## config.mk

```make
export PLATFORM = sky130hd
export DESIGN_NAME = opr_sequencer
export DESIGN_NICKNAME = d
export VERILOG_FILES = /design/src/rtl/opr_sequencer_pkg.sv /design/src/rtl/opr_rotate_unit.sv /design/src/rtl/opr_sequencer.sv
export SDC_FILE = /design/constraint.sdc
export NUM_CORES = 1
export LEC_CHECK = 0
export ABC_AREA = 1
export CAP_MARGIN = 30
export CORE_ASPECT_RATIO = 2
export CORE_MARGIN = 5
export CORE_UTILIZATION = 52
export DETAILED_ROUTE_END_ITERATION = 12
export GPL_TIMING_DRIVEN = 0
export PLACE_DENSITY = 0.8
export SLEW_MARGIN = 15
export SYNTH_ARGS = -nofsm -noshare
export SYNTH_HDL_FRONTEND = slang
export SYNTH_SLANG_ARGS = --single-unit
```

## constraint.sdc

```tcl
create_clock -name clk -period 1.7 [get_ports clk]
set_input_delay 0.34 -clock clk [delete_from_list [all_inputs] [get_ports clk]]
set_output_delay 0.34 -clock clk [all_outputs]
set_load 0.01 [all_outputs]
```

## src/rtl/opr_sequencer_pkg.sv

```systemverilog
// Shared types and constants for the operate-microinstruction sequencer.
// State encoding, instruction bit positions and group codes live here.
package opr_sequencer_pkg;

    localparam int OPR_WORD_W = 12;

    typedef logic [OPR_WORD_W-1:0] opr_word_t;
    typedef logic [8:0]            opr_ir_t;

    typedef enum logic [3:0] {
        ST_IDLE  = 4'd0,
        ST_CLR   = 4'd1,
        ST_CMP   = 4'd2,
        ST_INC   = 4'd3,
        ST_ROT1  = 4'd4,
        ST_ROT2  = 4'd5,
        ST_DONE  = 4'd6,
        ST_EVAL  = 4'd7,
        ST_G2CLR = 4'd8
    } opr_state_t;

    localparam logic [1:0] GRP_NONE = 2'd0;
    localparam logic [1:0] GRP_1    = 2'd1;
    localparam logic [1:0] GRP_2    = 2'd2;
    localparam logic [1:0] GRP_3    = 2'd3;

    localparam int IR_GRP = 8;
    localparam int IR_G3  = 0;

    localparam int G1_CLA = 7;
    localparam int G1_CLL = 6;
    localparam int G1_CMA = 5;
    localparam int G1_CML = 4;
    localparam int G1_RAR = 3;
    localparam int G1_RAL = 2;
    localparam int G1_BSW = 1;
    localparam int G1_IAC = 0;

    localparam int G2_CLA   = 7;
    localparam int G2_SMA   = 6;
    localparam int G2_SZA   = 5;
    localparam int G2_SNL   = 4;
    localparam int G2_SENSE = 3;

    function automatic logic [1:0] decode_group(input opr_ir_t ir);
        if (!ir[IR_GRP]) begin
            return GRP_1;
        end else if (!ir[IR_G3]) begin
            return GRP_2;
        end else begin
            return GRP_3;
        end
    endfunction

endpackage

```

## src/rtl/opr_rotate_unit.sv

```systemverilog
// Combinational rotate/swap of the {L,AC} pair.
// Opposing rotate requests cancel; swap only applies with no rotate.
module opr_rotate_unit #(
    parameter int WORD_WIDTH = 12
) (
    input  logic                  i_rar,
    input  logic                  i_ral,
    input  logic                  i_bsw,
    input  logic                  i_l,
    input  logic [WORD_WIDTH-1:0] i_ac,
    output logic                  o_l,
    output logic [WORD_WIDTH-1:0] o_ac
);

    localparam int HALF = WORD_WIDTH / 2;

    // Select rotate right, rotate left, half-word swap or pass-through
    always_comb begin
        o_l  = i_l;
        o_ac = i_ac;
        if (i_rar && !i_ral) begin
            o_l  = i_ac[0];
            o_ac = {i_l, i_ac[WORD_WIDTH-1:1]};
        end else if (i_ral && !i_rar) begin
            o_l  = i_ac[WORD_WIDTH-1];
            o_ac = {i_ac[WORD_WIDTH-2:0], i_l};
        end else if (i_bsw && !i_rar && !i_ral) begin
            o_ac = {i_ac[HALF-1:0], i_ac[WORD_WIDTH-1:HALF]};
        end
    end

endmodule

```

## src/rtl/opr_sequencer.sv

```systemverilog
// Multi-cycle sequencer for operate microinstructions, groups 1..3.
// Define OPR_BSW_EN to make group-1 bit 1 alone swap AC halves.
module opr_sequencer
    import opr_sequencer_pkg::*;
#(
    parameter int WORD_WIDTH = 12
) (
    input  logic                  clk,
    input  logic                  rst_n,
    input  logic                  start,
    input  logic [8:0]            i_reg,
    input  logic [WORD_WIDTH-1:0] ac_in,
    input  logic                  l_in,
    output logic                  busy,
    output logic                  done,
    output logic [WORD_WIDTH-1:0] ac_out,
    output logic                  l_out,
    output logic                  skip,
    output logic [1:0]            group
);

    opr_state_t            r_state;
    logic [7:0]            r_ir;
    logic [WORD_WIDTH-1:0] r_ac;
    logic                  r_l;
    logic                  r_skip;
    logic [1:0]            r_group;

    logic [1:0]            w_dec_grp;
    logic [WORD_WIDTH:0]   w_inc;
    logic                  w_bsw;
    logic                  w_rot_l;
    logic [WORD_WIDTH-1:0] w_rot_ac;
    logic                  w_msb;
    logic                  w_zero;
    logic                  w_skip;

    assign w_dec_grp = decode_group(i_reg);
    assign w_inc     = {r_l, r_ac} + {{WORD_WIDTH{1'b0}}, 1'b1};
    assign w_msb     = r_ac[WORD_WIDTH-1];
    assign w_zero    = (r_ac == '0);

`ifdef OPR_BSW_EN
    assign w_bsw = r_ir[G1_BSW] && (r_state == ST_ROT1);
`else
    assign w_bsw = 1'b0;
`endif

    opr_rotate_unit #(
        .WORD_WIDTH(WORD_WIDTH)
    ) u_rot (
        .i_rar (r_ir[G1_RAR]),
        .i_ral (r_ir[G1_RAL]),
        .i_bsw (w_bsw),
        .i_l   (r_l),
        .i_ac  (r_ac),
        .o_l   (w_rot_l),
        .o_ac  (w_rot_ac)
    );

    // Skip test on the pre-clear AC; sense inverts and ANDs the conditions
    always_comb begin
        w_skip = 1'b0;
        if (r_ir[G2_SENSE]) begin
            w_skip = (!r_ir[G2_SMA] || !w_msb)
                  && (!r_ir[G2_SZA] || !w_zero)
                  && (!r_ir[G2_SNL] || !r_l);
        end else begin
            w_skip = (r_ir[G2_SMA] && w_msb)
                  || (r_ir[G2_SZA] && w_zero)
                  || (r_ir[G2_SNL] && r_l);
        end
    end

    // State walk: one micro-step per cycle, path chosen by group
    always_ff @(posedge clk or negedge rst_n) begin
        if (!rst_n) begin
            r_state <= ST_IDLE;
        end else begin
            case (r_state)
                ST_IDLE: begin
                    if (start) begin
                        r_state <= (w_dec_grp == GRP_2) ? ST_EVAL : ST_CLR;
                    end
                end
                ST_CLR:   r_state <= (r_group == GRP_3) ? ST_DONE : ST_CMP;
                ST_CMP:   r_state <= ST_INC;
                ST_INC:   r_state <= ST_ROT1;
                ST_ROT1:  r_state <= ST_ROT2;
                ST_ROT2:  r_state <= ST_DONE;
                ST_EVAL:  r_state <= ST_G2CLR;
                ST_G2CLR: r_state <= ST_DONE;
                ST_DONE:  r_state <= ST_IDLE;
                default:  r_state <= ST_IDLE;
            endcase
        end
    end

    // Datapath: capture operands at start, apply each micro-op on exit
    always_ff @(posedge clk or negedge rst_n) begin
        if (!rst_n) begin
            r_ir    <= '0;
            r_ac    <= '0;
            r_l     <= 1'b0;
            r_skip  <= 1'b0;
            r_group <= GRP_NONE;
        end else begin
            case (r_state)
                ST_IDLE: begin
                    if (start) begin
                        r_ir    <= i_reg[7:0];
                        r_ac    <= ac_in;
                        r_l     <= l_in;
                        r_skip  <= 1'b0;
                        r_group <= w_dec_grp;
                    end
                end
                ST_CLR: begin
                    if (r_ir[G1_CLA]) begin
                        r_ac <= '0;
                    end
                    if (r_group == GRP_1 && r_ir[G1_CLL]) begin
                        r_l <= 1'b0;
                    end
                end
                ST_CMP: begin
                    if (r_ir[G1_CMA]) begin
                        r_ac <= ~r_ac;
                    end
                    if (r_ir[G1_CML]) begin
                        r_l <= ~r_l;
                    end
                end
                ST_INC: begin
                    if (r_ir[G1_IAC]) begin
                        {r_l, r_ac} <= w_inc;
                    end
                end
                ST_ROT1: begin
                    r_l  <= w_rot_l;
                    r_ac <= w_rot_ac;
                end
                ST_ROT2: begin
                    if (r_ir[G1_BSW]) begin
                        r_l  <= w_rot_l;
                        r_ac <= w_rot_ac;
                    end
                end
                ST_EVAL: begin
                    r_skip <= w_skip;
                end
                ST_G2CLR: begin
                    if (r_ir[G2_CLA]) begin
                        r_ac <= '0;
                    end
                end
                default: begin
                end
            endcase
        end
    end

    assign busy   = (r_state != ST_IDLE);
    assign done   = (r_state == ST_DONE);
    assign ac_out = r_ac;
    assign l_out  = r_l;
    assign skip   = r_skip;
    assign group  = r_group;

endmodule

```

==> flow_summary.toml <==
[run_status]
run_status = "finished clean"

[floorplan]
floorplan.rows = 33
die_area_um2 = 5682
die_w_um = 55.86
start_util_pct = 53.50
floorplan_die_height_um = 101.7
core_um2 = 4088
io-pin-count = 43

[layout]
num_antenna_cells = 0
area.growth.synth_to_final_pct = 31.06
final_layout_size_suffix_gt1_share_pct = 16.08
final_core_util_pct = 70.13
layout.filler_cells = 369
final-instance-count-excl-fill = 475
multi_input_area_um2 = 1336
final_cell_area_um2 = 2867
mostFrequentLayoutCell = "sky130_fd_sc_hd__nand2_1"
final-seq-area_um2 = 710.7
final_net_count = 452
most-common-layout-cells = "sky130_fd_sc_hd__nand2_1 (145), sky130_fd_sc_hd__nand3_1 (42), sky130_fd_sc_hd__clkdlybuf4s50_1 (39), sky130_fd_sc_hd__inv_1 (32), sky130_fd_sc_hd__nor2_1 (32)"

[setup_path]
critical_path_class = "register to output port"
timing.critical_path.required_ns = 1.36
slowest_delay_ns = 0.58
cp.buffers_inverters = 1
critPathArrivalTime_ns = 1.33
largest_fanout_on_the_critical_path = 7
worstSetupEndpointType = "output port"
startpoint_type = "register"
cp_cell_sequence = "clkdlybuf4s50_1"
critical-path-slowest-cell = "sky130_fd_sc_hd__clkdlybuf4s50_1"
path_delay_family = "buffers and inverters"

[drt]
drcViolationCount = 0
viasPerCell = 5.352
ant_nets = 0
wl_per_cell_um = 13.80
postRouteWirelength_mm = 6.554
drt_iter0_markers = 77
length_of_the_first_detailed_routing_pass_in_iterations = 4
detailroute.via_count = 2542

[timing]
finalHoldViolCount = 0
setup_viol_count_final = 0
tightest_slew_ns = 0.6521
fin_setup_tns_ns = 0
final_critical_path_share_of_the_clock_period_pct = 98.26
maxClockFrequency_mhz = 598.7
rsz0062_at_grt = "yes"
postLayoutSetupSlackWorst_ns = 0.02964
max-slew-margin-rel_pct = 56.53
worst_hold_slack_ns = 0.06775
fin_worst_skew_ns = 0.007325
slew_viol_final = 0
final.min_clock_period_ns = 1.670

[clock_network]
tritoncts.num_buffers = 3
cts.hold.buffers_added = 0
clock_sinks = 28
ctsLongestPathBuffers = 2
clock_pin_slew_on_the_worst_setup_and_hold_paths_ns = 0.10
ctsRootBufferMaster = "sky130_fd_sc_hd__clkbuf_8"
worst_skew_pair.late_latency_ns = 0.28
clock_tree_from_tritoncts = "done"
clock_tree.htree_level_count = 1

[global_routing]
antenna_found_initial = 0
pin_count_of_the_biggest_net_entering_global_routing = 29
vias_in_the_first_global_route = 2488
global_route.usage.total_pct = 23.95
grt_overflow_total = 0
wire_length_of_the_first_global_routing_pass_mm = 10.79

[synth]
ys_ff_latch = 28
yosysWarnings = 0
synth-seq-area-share_pct = 32.04
synthesis.area_um2 = 2187
syn-num-nets = 395
unique_cell_type_count_in_the_yosys_netlist = 24
synth_cells = 368
syn_avg_cell_area_um2 = 5.943

[place]
dp_hpwl_mm = 5.047
portbufs = 42
post_dp_cell_area_um2 = 2668
place_congestion = 0.9819
placement.setup.worst_slack_ns = -0.04770
place.detailed.instances = 462

[min_path]
hold_class = "primary input to async pin"

[flow_run]
maxCapViolations = 0

[power]
worst_ir_drop_vdd_v = 0.001326
design_power_total_mw = 6.114
power_leakage_nw = 1.448
powerDensity_nw_per_um2 = 2133
## Yosys cell counts, drive strengths merged
| cell | n | area (um^2) |
|---|---|---|
| or2 | 8 | 50.05 |
| a21oi | 5 | 25.02 |
| nand3b | 2 | 15.01 |
| o211ai | 1 | 7.510 |
| buf | 7 | 43.79 |
| clkbuf | 2 | 7.510 |
| inv | 38 | 142.6 |
| nor2 | 45 | 191.4 |
| clkinv | 1 | 3.750 |
| dfrtp | 28 | 700.7 |
| o21ai | 23 | 115.1 |
| nand2 | 151 | 569.3 |
| nand3 | 44 | 230.2 |
| nor3 | 9 | 45.04 |
| o2111ai | 1 | 8.760 |
| nand4 | 1 | 6.260 |
| ha | 2 | 25.02 |
## area by class of cell
cell class / instances / share of cell area, %
buffer: 9 / 2.357
clock buffer: 3 / 1.440
inverter: 39 / 5.238
multi-input combinational: 292 / 46.62
sequential: 28 / 24.79
tap: 52 / 2.270
timing repair buffer: 52 / 17.29
## power by group
| group | internal [mW] | total (mW) | switching, mW |
|---|---|---|---|
| sequential | 1.03 | 1.44 | 0.416 |
| combinational | 1.78 | 4.30 | 2.51 |
| clock | 0.160 | 0.376 | 0.216 |
| total | 2.97 | 6.11 | 3.15 |
## registers in the layout, indices dropped and copies added, names as in the netlist
signal / cells
group: 2
skip: 1
l_out: 1
ac_out: 12
r_state: 4
r_ir: 8
## kinds of logic after synthesis
| family | count (synthesis) | share of synthesized area, % |
|---|---|---|
| DFF | 28 | 32.04 |
| AOI/OAI and AO/OA | 30 | 7.151 |
| buffers and inverters | 48 | 9.039 |
| and+or+nand+nor | 260 | 50.63 |
| adders and majority gates | 2 | 1.144 |
## per-layer routing
metal / global-route usage, % / wire length [um] / up-vias
li1: - / - / 1264
met3: 2.168 / 243 / 34
met1: 23.55 / 2369 / 1165
met5: 0 / 0 / -
met2: 45.71 / 3502 / 79
met4: 17.37 / 439 / 0
## path summary, 6_finish.rpt
kind	startpoint	endpoint	slack [ns]	cells past startpoint
min in group clk	r_ir[0]	r_ir[0]	0.51	2
min reg2reg	r_ir[0]	r_ir[0]	0.51	2
max in group asynchronous	rst_n	ac_out[7]	1.16	1
max	ac_out[8]	ac_out[8]	0.03	1
max reg2reg	r_state[3]	ac_out[7]	0.08	10
min	rst_n	ac_out[2]	0.07	1
## worst reg2reg max path, cell delays in order (launching register included)
cell	delay [ns]
sky130_fd_sc_hd__dfrtp_2	0.45
sky130_fd_sc_hd__nor2_4	0.16
sky130_fd_sc_hd__buf_6	0.15
sky130_fd_sc_hd__nand2_2	0.09
sky130_fd_sc_hd__nand3_1	0.10
sky130_fd_sc_hd__nor2_1	0.07
sky130_fd_sc_hd__clkbuf_4	0.20
sky130_fd_sc_hd__nor2_1	0.10
sky130_fd_sc_hd__nand2_1	0.07
sky130_fd_sc_hd__nand3_1	0.06
sky130_fd_sc_hd__nand2_1	0.05
## what timing repair did
| item | in CTS | in global routing |
|---|---|---|
| resized for setup | 14 | 30 |
| setup endpoints to repair | 14 | 20 |
| pin swaps | 2 | 2 |
| setup buffers | 2 | 8 |
(Power assumes the default switching activity.)
